[src/rtl/key_event_gen.sv]
// Turns debounced key levels into one-hot key events with typematic auto-repeat.
// Events are queued as per-key pending bits and presented by fixed priority over valid/yumi.
module key_event_fsm #(
    parameter int CW          = 4,
    parameter int DELAY       = 10,
    parameter int RATE        = 3,
    parameter bit REPEAT_EN   = 1'b1
) (
    input  logic clk_i,
    input  logic reset_n_i,
    input  logic tick_i,
    input  logic key_i,
    input  logic clr_i,
    output logic pend_o
);
    typedef enum logic [1:0] {IDLE, DLY, RPT, HELD} state_e;

    state_e          state_q;
    logic [CW-1:0]   cnt_q;
    logic            pend_q, pend_d;
    logic            set;

    always_comb begin
        set = 1'b0;
        if (tick_i && key_i) begin
            unique case (state_q)
                IDLE:    set = 1'b1;
                DLY:     set = (cnt_q == CW'(DELAY - 1));
                RPT:     set = (cnt_q == CW'(RATE - 1));
                default: set = 1'b0;
            endcase
        end
    end

    // A new event wins over a same-cycle accept, so the fresh event stays queued.
    assign pend_d = set | (pend_q & ~clr_i);

    always_ff @(posedge clk_i or negedge reset_n_i) begin
        if (!reset_n_i) begin
            state_q <= IDLE;
            cnt_q   <= '0;
            pend_q  <= 1'b0;
        end else begin
            pend_q <= pend_d;
            if (tick_i) begin
                unique case (state_q)
                    IDLE: if (key_i) begin
                        state_q <= REPEAT_EN ? DLY : HELD;
                        cnt_q   <= '0;
                    end
                    DLY: begin
                        if (!key_i) begin
                            state_q <= IDLE;
                            cnt_q   <= '0;
                        end else if (cnt_q == CW'(DELAY - 1)) begin
                            state_q <= RPT;
                            cnt_q   <= '0;
                        end else begin
                            cnt_q   <= cnt_q + CW'(1);
                        end
                    end
                    RPT: begin
                        if (!key_i) begin
                            state_q <= IDLE;
                            cnt_q   <= '0;
                        end else if (cnt_q == CW'(RATE - 1)) begin
                            cnt_q   <= '0;
                        end else begin
                            cnt_q   <= cnt_q + CW'(1);
                        end
                    end
                    HELD: if (!key_i) state_q <= IDLE;
                    default: state_q <= IDLE;
                endcase
            end
        end
    end

    assign pend_o = pend_q;
endmodule

module key_event_gen #(
    parameter int                 width_p        = 4,
    parameter int                 repeat_delay_p = 10,
    parameter int                 repeat_rate_p  = 3,
    parameter logic [width_p-1:0] repeat_mask_p  = {width_p{1'b1}}
) (
    input  logic               clk_i,
    input  logic               reset_n_i,
    input  logic               tick_i,
    input  logic [width_p-1:0] keys_i,
    output logic               v_o,
    output logic [width_p-1:0] key_o,
    input  logic               yumi_i
);
    localparam int MAXV = (repeat_delay_p > repeat_rate_p) ? repeat_delay_p : repeat_rate_p;
    localparam int CW   = $clog2(MAXV + 1);

    logic [width_p-1:0] pend;
    logic [width_p-1:0] clr;

    for (genvar k = 0; k < width_p; k++) begin : g_key
        key_event_fsm #(
            .CW        (CW),
            .DELAY     (repeat_delay_p),
            .RATE      (repeat_rate_p),
            .REPEAT_EN (repeat_mask_p[k])
        ) u_key (
            .clk_i     (clk_i),
            .reset_n_i (reset_n_i),
            .tick_i    (tick_i),
            .key_i     (keys_i[k]),
            .clr_i     (clr[k]),
            .pend_o    (pend[k])
        );
    end

    // Isolate the lowest set pending bit; key_o is zero when nothing is pending.
    assign key_o = pend & (~pend + width_p'(1));
    assign v_o   = |pend;
    assign clr   = key_o & {width_p{yumi_i}};
endmodule

[config.mk]
export PLATFORM = sky130hd
export DESIGN_NAME = key_event_gen
export DESIGN_NICKNAME = d
export VERILOG_FILES = /design/src/rtl/key_event_gen.sv
export SDC_FILE = /design/constraint.sdc
export NUM_CORES = 1
export LEC_CHECK = 0
export BUFFER_PORTS_ARGS = -buffer_cell sky130_fd_sc_hd__buf_2
export CAP_MARGIN = 10
export CORE_MARGIN = 8
export CORE_UTILIZATION = 65
export DETAILED_ROUTE_END_ITERATION = 16
export PLACE_DENSITY = 0.83
export SYNTH_ARGS = -nofsm -noshare
export SYNTH_HDL_FRONTEND = slang
export SYNTH_SLANG_ARGS = --single-unit
export TNS_END_PERCENT = 30
[constraint.sdc]
create_clock -name clk_i -period 2.5 [get_ports clk_i]
set_input_delay 0.375 -clock clk_i [delete_from_list [all_inputs] [get_ports clk_i]]
set_output_delay 0.375 -clock clk_i [all_outputs]
set_load 0.1 [all_outputs]
==> metrics.md <==
| Metric | Value |
|---|---|
| Status | finished clean |
| Clock root buffer | clkbuf_4 |
| Num CTS Buffers | 3 |
| Min Tclk post-route | 2.12 ns |
| Synth async-reset ratio | 1.00 |
| Fin crit share | 0.847 |
| CP max stage delay | around 0.48 ns |
| Clock slew seen by the registers of the worst setup and hold paths | 0.16 ns |
| Wire length per cell | 15.2 um |
| Largest net degree at the start of global routing | 29 |
| RSZ-0062 raised after global routing | false |
| Sequential group share of total power | 0.318 |
| CP Capture Type | output port |
| Sequential standard cell area | between 700 and 800 um^2 |
| Combinational power share | 0.585 |
| Crit-path max FO | 7 |
| Met1 wire length | 1900 um |
| Routed wire length | 4310 um |
| Max-cap violations | 0 |
| RD Place Congestion | 0.968 |
| Final hold vios | 0 |
| Initial antenna violation count | 0 |
| Die Ht | 72.7 um |
| Longest Clk Path Bufs | 2 |
| Post-synth EDFFs | 0 |
| Post-DRT Antenna Nets | 0 |
| Starting Density | 0.684 |
| CP Class | flip-flop to output port |
| Layout cell share with drive strength beyond 1 | 0.130 |
| Worst setup SP type | flip-flop |
| Fillers | 243 |
| Critical-path top delay cell | dfrtp_1 |
| H-tree levels | 1 |
| FF+latch count, synth | 28 |
| Area growth, synth to finish | 6.41% |
| Synthesized area | 2090 um^2 |
| Grt ovf | 0 |
| Switching part of the total power | 0.508 |
| Die X-Extent | between 70 and 80 um |
| Setup violators final | 0 |
| Final setup TNS | 0 ns |
| Drt initial violations | ~140 |
| Num ports | 13 |
| Post_cts resized | 0 |
| DR vias/cell | 6.23 |
| Peak supply drop | between 0.5 and 0.6 mV |
| Post-Syn Nets | about 260 |
| Hold_buf cts | 0 |
| Worst-Skew Late Latency | 0.33 ns |
| Most frequent cells in the layout | dfrtp_1, nand2_1, ha_1 |
| CP Cell Sequence | nor3_1, and2_1, buf_2 |
| Via count | about 1800 |
| Synth unique cells | 52 |
| Diodes inserted | 0 |
| Warning count from the yosys run | 0 |
| Psw | 1.19 mW |
| Pwr Density | 1050 nW/um^2 |
| Met3 WL post-DR | 136 um |
| Drt first pass iters | 4 |
| Mean Syn Cell Area | 9.20 um^2 |
| Clock share of power | 0.097 |
| Die area | 5280 um^2 |
| Most common cell after layout, fill and taps aside | dfrtp_1 |
| Met2 wire len | 2230 um |
| Post-DP HPWL | 3340 um |
| Post-CTS Setup Bufs | 0 |
| Number of global-route vias before repair | 1710 |
| Highest Clock Rate | 473 MHz |
| Placed instance area | 2190 um^2 |
| Critical Path RT | 2.12 ns |
| Buffers added on ports | 12 |
| Max Used Layer | met4 |
| Multi-input gate area | 1300 um^2 |
| Hold/Removal Path Class | input port to asynchronous set/reset pin |
| DR DRC count | 0 |
| Post-layout instance area | ~2200 um^2 |
| Slew Limit Fails | 0 |
| Clock Sinks | 28 |
| Worst-case clock skew | 0.00810 ns |
| Nets@finish | between 200 and 300 |
| CTS tree | done |
| Row count | 20 |
| Slew headroom | 0.575 |
| Sequential fraction of the synthesis area | 0.335 |
| Pint | 1.15 mW |
| Syn Inst Count | 227 |
| Wire length of the first global-routing pass | around 7000 um |
| Worst EP arrival | 1.74 ns |
| Ys flop type | dfrtp_1 |
| Area of the core | around 3100 um^2 |
| Leak | 1.00 nW |
| Gr usage total | 0.164 |
| Slew of the pin with the lowest slew margin | 0.638 ns |
## worst max-delay path: cells and delay by family (launching register included)
kind,cells,cell delay (ns)
and+or+nand+nor,2,0.51
DFF,1,0.48
buffers and inverters,1,0.42
## logic make-up (layout without fill, tap and decap cells)
| kind of cell | Yosys count | in the layout | share of synthesized area |
|---|---|---|---|
| simple gates | 90 | 90 | 0.256 |
| compound gates | 60 | 60 | 0.212 |
| flops | 28 | 28 | 0.335 |
| buf+inv | 23 | 35 | 0.0449 |
| fa+ha+maj | 20 | 20 | 0.120 |
| mux | 6 | 6 | 0.0317 |
## per-layer routing
metal,up-vias,global-route usage
li1,858,-
met1,864,0.179
met2,34,0.304
met3,8,0.0234
met4,0,0.0689
met5,-,0
## area by class of cell
type,count,share of cell area
inverter,19,0.0321
clock buffer,4,0.0163
multi-input combinational,176,0.585
tap,44,0.0248
timing repair buffer,12,0.0270
sequential,28,0.315
## power by group through the flow
stage / sequential [mW] / combinational [mW] / clock [mW]
after floorplan: 0.700 / 1.13 / 0
after global placement: 0.730 / 1.29 / 0
after detailed placement: 0.751 / 1.36 / 0
after CTS: 0.740 / 1.36 / 0.231
after global routing: 0.767 / 1.49 / 0.248
final: 0.743 / 1.37 / 0.228
## flip-flops by register name, indices dropped and copies added (netlist names)
signal,cells
g_key.u_key.cnt_q,16
g_key.u_key.state_q,8
g_key.u_key.pend_o,4
## worst paths after layout
check                                          start                   endpoint  slack, ns  depth (start not counted)
hold / removal                             reset_n_i    g_key[1].u_key.cnt_q[1]       0.04                          1
min in group clk_i                         keys_i[1]      g_key[1].u_key.pend_o       0.34                          3
max in group asynchronous                  reset_n_i  g_key[3].u_key.state_q[1]       2.04                          1
setup / recovery               g_key[0].u_key.pend_o                   key_o[3]       0.38                          3
hold reg to reg                g_key[3].u_key.pend_o      g_key[3].u_key.pend_o       0.53                          1
setup reg to reg           g_key[2].u_key.state_q[0]  g_key[2].u_key.state_q[0]       0.70                          6
## synthesized netlist by cell type, drive strengths merged (3+ instances only)
master,instances,area (um^2)
dfrtp,28,701
nand2,25,93.8
ha,20,250
inv,19,71.3
o21ai,16,80.1
nor2,9,33.8
nand2b,8,50.1
nand3,8,45.0
a32o,7,70.1
a21oi,6,30.0
nor2b,6,37.5
mux2,5,56.3
nor3b,5,37.5
o22ai,5,31.3
and4bb,4,50.1
buf,4,22.5
nor4b,4,41.3
a21o,3,22.5
and2,3,18.8
and2b,3,22.5
or3,3,18.8
## through the flow
stage | std cells | setup slack, ns | total power, mW | util | hold slack (ns)
after floorplan | 227 | 0.355 | 1.83 | - | 0.0794
after global placement | 279 | 0.828 | 2.02 | 0.716 | 0.421
after detailed placement | 279 | 0.740 | 2.11 | 0.716 | 0.432
after CTS | 283 | 0.384 | 2.34 | 0.728 | 0.0569
after global routing | 283 | 0.285 | 2.50 | 0.728 | 0.0740
final | 283 | 0.384 | 2.34 | 0.728 | 0.0386
Note: power is estimated with default switching activity, not from simulation.
